## src/rtl/iob_ila_capture_mc.sv

```systemverilog
// rtl/iob_ila_capture_mc.sv - ILA ring-buffer capture engine with pre-trigger window and maskable edge/level triggers
module iob_ila_capture_mc #(
  parameter int SIGNAL_W  = 32,
  parameter int TRIGGER_W = 8,
  parameter int BUFFER_W  = 4,
  parameter int DATA_W    = 32,
  parameter int SEL_W     = (((SIGNAL_W + DATA_W - 1) / DATA_W) > 1) ?
                            $clog2((SIGNAL_W + DATA_W - 1) / DATA_W) : 1
) (
  input  logic                 clk_i,
  input  logic                 cke_i,
  input  logic                 rst_n_i,
  input  logic [SIGNAL_W-1:0]  signal_i,
  input  logic [TRIGGER_W-1:0] trigger_i,
  input  logic                 sample_en_i,
  input  logic                 arm_i,
  input  logic                 abort_i,
  input  logic [TRIGGER_W-1:0] trig_mask_i,
  input  logic [TRIGGER_W-1:0] trig_negate_i,
  input  logic [TRIGGER_W-1:0] trig_edge_i,
  input  logic                 trig_and_i,
  input  logic [BUFFER_W-1:0]  pretrig_i,
  input  logic [BUFFER_W-1:0]  rd_addr_i,
  input  logic [SEL_W-1:0]     rd_sel_i,
  output logic [DATA_W-1:0]    rd_data_o,
  output logic [2:0]           state_o,
  output logic [BUFFER_W:0]    n_samples_o,
  output logic [BUFFER_W-1:0]  trig_pos_o,
  output logic                 done_o
);

  localparam int D       = 1 << BUFFER_W;
  localparam int N_WORDS = (SIGNAL_W + DATA_W - 1) / DATA_W;
  localparam int N_SEL   = 1 << SEL_W;
  localparam logic [BUFFER_W:0]   FULL = (BUFFER_W + 1)'(D);
  localparam logic [BUFFER_W-1:0] LAST = BUFFER_W'(D - 1);

  typedef enum logic [2:0] {
    S_IDLE = 3'd0,
    S_PRE  = 3'd1,
    S_WAIT = 3'd2,
    S_POST = 3'd3,
    S_DONE = 3'd4
  } state_t;

  state_t                state;
  logic [BUFFER_W-1:0]   wp;
  logic [BUFFER_W-1:0]   pre_len;
  logic [BUFFER_W-1:0]   post_cnt;
  logic [BUFFER_W-1:0]   post_init;
  logic [BUFFER_W:0]     count;
  logic [BUFFER_W:0]     cnt_inc;
  logic [TRIGGER_W-1:0]  prev;
  logic [TRIGGER_W-1:0]  t;
  logic [TRIGGER_W-1:0]  hit;
  logic                  fire;
  logic                  qual;
  logic                  capturing;
  logic [BUFFER_W-1:0]   oldest;
  logic [BUFFER_W-1:0]   rd_phys;
  logic [SIGNAL_W-1:0]   mem [D];
  logic [N_WORDS*DATA_W-1:0] rd_padded;
  logic [DATA_W-1:0]     words [N_SEL];

  // Trigger qualification, saturating count and logical-to-physical read mapping
  always_comb begin
    t         = trigger_i ^ trig_negate_i;
    hit       = t & (~trig_edge_i | ~prev);
    if (trig_and_i)
      fire = (trig_mask_i != '0) && ((hit & trig_mask_i) == trig_mask_i);
    else
      fire = |(hit & trig_mask_i);
    qual      = cke_i & sample_en_i;
    capturing = (state == S_PRE) || (state == S_WAIT) || (state == S_POST);
    cnt_inc   = (count == FULL) ? count : count + (BUFFER_W + 1)'(1);
    post_init = LAST - pre_len;
    oldest    = (count == FULL) ? wp : '0;
    rd_phys   = oldest + rd_addr_i;
    rd_padded = '0;
    rd_padded[SIGNAL_W-1:0] = mem[rd_phys];
  end

  // Split the sample into readout words; selects past the last word read as zero
  for (genvar g = 0; g < N_SEL; g++) begin : g_word
    if (g < N_WORDS) begin : g_real
      assign words[g] = rd_padded[g*DATA_W +: DATA_W];
    end else begin : g_pad
      assign words[g] = '0;
    end
  end

  // Sample RAM: written only on qualified samples while capturing; never reset
  always_ff @(posedge clk_i) begin
    if (rst_n_i && qual && capturing && !abort_i)
      mem[wp] <= signal_i;
  end

  // Capture FSM, pointers, trigger history and registered read port
  always_ff @(posedge clk_i) begin
    if (!rst_n_i) begin
      state      <= S_IDLE;
      wp         <= '0;
      count      <= '0;
      post_cnt   <= '0;
      pre_len    <= '0;
      prev       <= '0;
      trig_pos_o <= '0;
      rd_data_o  <= '0;
      done_o     <= 1'b0;
    end else if (cke_i) begin
      rd_data_o <= words[rd_sel_i];
      if (qual)
        prev <= t;
      if (abort_i) begin
        state  <= S_IDLE;
        done_o <= 1'b0;
      end else begin
        case (state)
          S_IDLE, S_DONE: begin
            if (arm_i) begin
              pre_len    <= pretrig_i;
              trig_pos_o <= pretrig_i;
              wp         <= '0;
              count      <= '0;
              done_o     <= 1'b0;
              if (pretrig_i == '0) state <= S_WAIT;
              else                 state <= S_PRE;
            end
          end
          S_PRE: begin
            if (qual) begin
              wp    <= wp + 1'b1;
              count <= cnt_inc;
              if (cnt_inc == {1'b0, pre_len})
                state <= S_WAIT;
            end
          end
          S_WAIT: begin
            if (qual) begin
              wp    <= wp + 1'b1;
              count <= cnt_inc;
              if (fire) begin
                post_cnt <= post_init;
                if (post_init == '0) begin
                  state  <= S_DONE;
                  done_o <= 1'b1;
                end else begin
                  state <= S_POST;
                end
              end
            end
          end
          S_POST: begin
            if (qual) begin
              wp       <= wp + 1'b1;
              count    <= cnt_inc;
              post_cnt <= post_cnt - 1'b1;
              if (post_cnt == BUFFER_W'(1)) begin
                state  <= S_DONE;
                done_o <= 1'b1;
              end
            end
          end
          default: state <= S_IDLE;
        endcase
      end
    end
  end

  assign state_o     = state;
  assign n_samples_o = count;

endmodule

```

## config.mk

```make
export PLATFORM = sky130hd
export DESIGN_NAME = iob_ila_capture_mc
export DESIGN_NICKNAME = d
export VERILOG_FILES = /design/src/rtl/iob_ila_capture_mc.sv
export SDC_FILE = /design/constraint.sdc
export NUM_CORES = 1
export LEC_CHECK = 0
export CAP_MARGIN = 20
export CORE_MARGIN = 3
export CORE_UTILIZATION = 55
export DETAILED_ROUTE_END_ITERATION = 7
export PLACE_DENSITY = 0.73
export SLEW_MARGIN = 15
export SYNTH_ARGS = -nofsm -noshare
export SYNTH_HDL_FRONTEND = slang
export SYNTH_SLANG_ARGS = --single-unit
```

## constraint.sdc

```tcl
create_clock -name clk_i -period 5.99 [get_ports clk_i]
set_clock_uncertainty 0.15 [all_clocks]
set_input_delay 1.4975 -clock clk_i [delete_from_list [all_inputs] [get_ports clk_i]]
set_output_delay 1.4975 -clock clk_i [all_outputs]
set_load 0.05 [all_outputs]
```

Word-level counts from Yosys, hierarchy flattened
Memory sizes are Yosys's and may differ from the RTL's.
Cells that the tools add are included.
Widths: inputs -> output; s select.
{"block": "word_totals", "ff_bits": 61, "ramBits": 512, "inputBits": 80, "output_inout_bits": 45, "wordCells": 105, "mem_count": 1}
{"name": "mem", "words": 16, "width": 32, "read_ports": 1, "rd_ports_with_merged_regs": 0, "wr": 1, "line": "61", "source": "logic [SIGNAL_W-1:0] mem [D];"}
{"block": "classes", "add_sub_neg": 5, "order_cmp": 1, "n_eq_ne": 21, "muxes": 37, "n_bitwise": 9, "n_reduce_logical": 23}
{"cell": "$mux 32", "n": 3}
{"cell": "$mux 3", "n": 9}
{"cell": "$mux 4", "n": 6}
{"cell": "$and 8x8->8", "n": 2}
{"cell": "$not 8->8", "n": 2}
{"cell": "$pmux 4 s2", "n": 2}
{"cell": "$reduce_and 8->1", "n": 2}
{"cell": "$mux 5", "n": 3}
{"cell": "$ne 3x3->1 const B", "n": 5}
{"cell": "$pmux 3 s4", "n": 1}
{"cell": "$mux 1", "n": 10}
{"cell": "$pmux 5 s2", "n": 1}
{"cell": "$ne 3x2->1 const B", "n": 3}
{"cell": "$eq 8x8->1", "n": 1}
{"cell": "$logic_not 4->1", "n": 2}
{"cell": "$ne 2x2->1 const B", "n": 4}
{"cell": "$or 8x8->8", "n": 1}
{"cell": "$reduce_bool 8->1", "n": 1}
{"cell": "$reduce_or 8->1", "n": 1}
{"cell": "$xor 8x8->8", "n": 1}
{"cell": "$eq 3x2->1 const B", "n": 2}
{"cell": "$reduce_and 6->1", "n": 1}
{"cell": "$add 5x1->5 const B", "n": 1}
{"cell": "$eq 5x4->1", "n": 1}
{"cell": "26 further kinds", "n": 31}

Longest topological paths before layout
{"block": "logic_depth", "depth_word": 11, "depth_mapped": 15, "ltp_nobuf": 12}

Least setup slack after synthesis
Ideal clock, no wire load.
{"block": "synth_path", "kind": "in2reg", "startpoint": "input cke_i", "endpoint": "memory mem[0][0], enable pin", "setup_ns": 0.461, "arrival_time_ns": 4.844, "required_time_ns": 5.379, "path_slack_ns": 0.535, "path_stages": 6, "n_path_buf": 2, "path_cell_list": "buf_2 > nand2_1 > nor4_1 > clkbuf_1 > nand3_1 > nor3_1"}
{"block": "synth_between", "elab_chain_len": 6}
{"element": "start: declaration", "line": "11", "source": "input logic cke_i,"}
{"element": "$and 1x1->1", "line": "73", "source": "qual = cke_i & sample_en_i;"}
{"element": "$logic_and 1x1->1 (3 in a row)", "line": "94", "source": "if (rst_n_i && qual && capturing && !abort_i)"}
{"element": "$mux 1", "line": "94"}
{"element": "$mux 1 (implied by the code)", "line": "95", "source": "mem[wp] <= signal_i;"}
{"element": "end: declaration", "line": "61"}
No other way between the ends.

Worst setup path after layout
{"block": "layout_path", "startpoint": "input rd_addr_i[0]", "endpoint": "register rd_data_o[1]"}
{"block": "layout_between", "elab_chain_len": 5}
{"element": "start: declaration", "line": "23", "source": "input logic [BUFFER_W-1:0] rd_addr_i,"}
{"element": "$add 4x4->4", "line": "78", "source": "rd_phys = oldest + rd_addr_i;"}
{"element": "$mem_v2 16x32"}
{"element": "$mux 32 (implied by the code) (3 in a row)", "line": "111", "source": "rd_data_o <= words[rd_sel_i];"}
{"element": "end signal: assignment", "line": "111"}
{"element": "end: declaration", "line": "25", "source": "output logic [DATA_W-1:0] rd_data_o,"}
No other way between the ends. The select of a mux whose other input is x is not followed.
A chain may end at the register's enable or synchronous reset.

==> impl_metrics.csv <==
group,metric,value,unit
status,status,"completed",
synth,async_flop_share,0,
sta,fin_tns_setup,0,ns
routing,viasPerCell,6.15,
layout,nFillCells,2690,
floorplan,num_rows,73,
sta,rsz0062_at_grt,"false",
layout,syn_to_final_growth,17.8,%
setup_path,max_stage_delay,1.10,ns
sta,hold_violations,0,
synth,ys.flop_type,"edfxtp_1",
placement,dp.final_hpwl,26100,um
sta,finalMaxSlewViolations,0,
clock_tree,insertion_delay,0.60,ns
synth,synth.avg_cell_area,18.1,um^2
layout,drive_above_1_share,0.197,
synth,yosys.area.top_type_share,0.679,
sta,min_period,4.47,ns
flow_run,maxCapViolations,0,
grt,grt_antenna_before_repair,2,
setup_path,crit_buf_inv,2,
clock_tree,hold_buffers,0,
synth,synth-seq-area-share,0.733,
routing,num_vias,12100,
setup_path,setup.worst_path.end_class,"flop",
layout,antennaDiodeCount,0,
setup_path,worstPathRequired,6.33,ns
grt,grt_usage,0.232,
setup_path,critical_path_class,"in -> reg",
placement,gp_congestion,0.803,
clock_tree,ctsResizeCount,0,
clock_tree,clk_path_buf_depth,3,
synth,synth_area,22600,um^2
grt,grt_overflow_total,0,
placement,placement.io_buffers,124,
layout,nNetsFinal,1490,
sta,setup_viol,0,
pwr,leakage,8.55,nW
setup_path,worstPathCellList,"clkdlybuf4s50_1 > ha_4 > fa_4 > buf_12 > mux4_2 > and2_1 > a211oi_1 > a31oi_1 > a21oi_1 > nor2_1",
grt,grt_pass1_wl,76600,um
clock_tree,path_clk_slew,0.06,ns
floorplan,ioPinCount,125,
floorplan,dieArea,43600,um^2
synth,synth.distinct_cells,54,
routing,drt_iter0_drc,1409,
floorplan,die_w,209,um
clock_tree,numCtsBuffers,54,
min_path,hold_class,"reg -> reg",
setup_path,cp.arrival,4.80,ns
clock_tree,clkSinkCount,573,
clock_tree,cts_tree,"yes",
clock_tree,postCtsSetupRepairBufs,0,
floorplan,start_util,0.563,
floorplan,core,40200,um^2
grt,grt_pass1_vias,12400,
clock_tree,cts-root-buf,"clkbuf_16",
setup_path,cpLargestDelayFamily,"adder cells",
routing,wl_per_cell,25.5,um
routing,route.detailed.drc,0,
setup_path,crit_path_start_kind,"input pin",
clock_tree,htree_num_levels,2,
synth,ys.warnings.count,0,
sta,fmax,0.224,GHz
setup_path,slowest_stage,"fa_4",
pwr,ir_worst_vdd,0.000248,V
sta,slew_headroom,0.244,
synth,synth_fp_nets,1344,
placement,dpl_cell_area,24800,um^2
sta,timing.final.crit_share,0.746,
routing,drt_wl_total,50200,um
synth,yosysMostFrequentCell,"edfxtp_1",
synth,synthTopCellsByArea,"edfxtp_1 68%, mux4_2 13%, dfxtp_1 5.4%",
floorplan,die_y,209,um
routing,drtAntennaViolNets,0,
grt,grt_max_degree,65,
pwr,cellPowerDensity,316,nW/um^2
routing,first_pass_iters,5,
synth,synth_edf_count,512,
synth,syn_inst,1252,
sta,tightest_slew,1.13,ns
setup_path,worstPathMaxFanout,55,
synth,synth_seq_cells,573,
synth,ys_top_cells_by_count,"512 x edfxtp_1, 128 x mux4_2, 80 x nor2_1, 75 x nand2_1, 61 x dfxtp_1",
layout,stdcell_area,26700,um^2
synth,yosys.area.top_type,"edfxtp_1",
-- per-layer routing --
metal,GRT usage,wire (um),vias to the layer above
met2,0.368,24400,484
met3,0.0492,4260,81
met5,0,31,-
met1,0.338,20600,6249
li1,-,-,5285
met4,0.0566,955,4
-- power breakdown --
| part | switching, mW | internal, mW |
|---|---|---|
| logic | 0.274 | 0.211 |
| clock network | 1.44 | 2.11 |
| registers | 0.0157 | 4.36 |
| total | 1.73 | 6.69 |
-- kinds of logic (layout without fill, tap and decap cells) --
| family | count (synthesis) | after routing | share of synthesized area |
|---|---|---|---|
| flip-flops | 573 | 573 | 0.733 |
| AND/OR/NAND/NOR | 276 | 276 | 0.0598 |
| AO/OA/AOI/OAI | 154 | 154 | 0.0452 |
| multiplexers | 136 | 136 | 0.131 |
| buffers and inverters | 80 | 270 | 0.0150 |
| XOR/XNOR | 21 | 21 | 0.00879 |
| adder cells (fa/ha/maj) | 12 | 12 | 0.00697 |
-- worst paths after layout --
| path | from | depth (start not counted) | slack (ns) | end |
|---|---|---|---|---|
| worst max register to register | n_samples_o[0]$_SDFFE_PN0P_ | 14 | 1.63 | rd_data_o[1]$_SDFFE_PN0P_ |
| worst min-delay path | prev[0]$_SDFFE_PN0P_ | 2 | 0.35 | prev[0]$_SDFFE_PN0P_ |
| worst max-delay path | rd_addr_i[0] | 10 | 1.52 | rd_data_o[1]$_SDFFE_PN0P_ |
| worst min register to register | prev[0]$_SDFFE_PN0P_ | 2 | 0.35 | prev[0]$_SDFFE_PN0P_ |
-- state kept, by name, summed over array words and instances (netlist names) --
signal	flops
done_o	1
mem	512
n_samples_o	5
post_cnt	4
pre_len	4
prev	8
rd_data_o	32
state_o	3
wp	4
-- tightest hold or removal path, delay by kind of cell, from the launching register on --
kind               cells  cell delay [ns]
DFF                    1             0.30
AOI/OAI and AO/OA      1             0.05
and+or+nand+nor        1             0.10
-- area by class of cell --
class / instances / area, um^2 / area share
inverters: 9 / 33.8 / 0.00127
repair buffers: 161 / 1650 / 0.0619
clock buffers: 75 / 1510 / 0.0567
flip-flops and latches: 573 / 16600 / 0.622
well taps: 525 / 657 / 0.0246
multi-input cells: 599 / 5870 / 0.220
clock inverters: 25 / 348 / 0.0130
-- metrics by stage --
stage	std cells	total power [mW]	worst slack [ns]	hold slack, ns	utilization
final	1967	8.42	1.52	0.347	0.663
after global routing	1967	8.67	1.41	0.367	0.663
after CTS	1967	8.47	1.59	0.349	0.663
after detailed placement	1867	4.95	0.961	0.342	0.617
after global placement	1867	4.94	1.01	0.331	0.617
after floorplan	1252	4.75	0.535	0.313	-
-- cell usage in the layout (no fill, tap or decap), drive strengths merged, types with 2 or more instances in the layout --
master,n
dfxtp,61
nor2,80
clkinvlp,2
nor4,5
buf,38
nand4,5
or3b,3
nand3,9
a31oi,34
nand2,75
nor3,8
o41ai,2
clkdlybuf4s50,123
and2,43
or3,2
a21oi,45
bufinv,8
o21ai,11
a211o,3
a21o,3
a41oi,2
ha,11
nand2b,4
xor2,6
mux2i,8
inv,11
or4,2
nor2b,34
xnor2,14
a211oi,41
edfxtp,512
mux4,128
a22oi,3
clkbuf,75
clkinv,13
No activity file was read; power rests on OpenSTA's default activity.
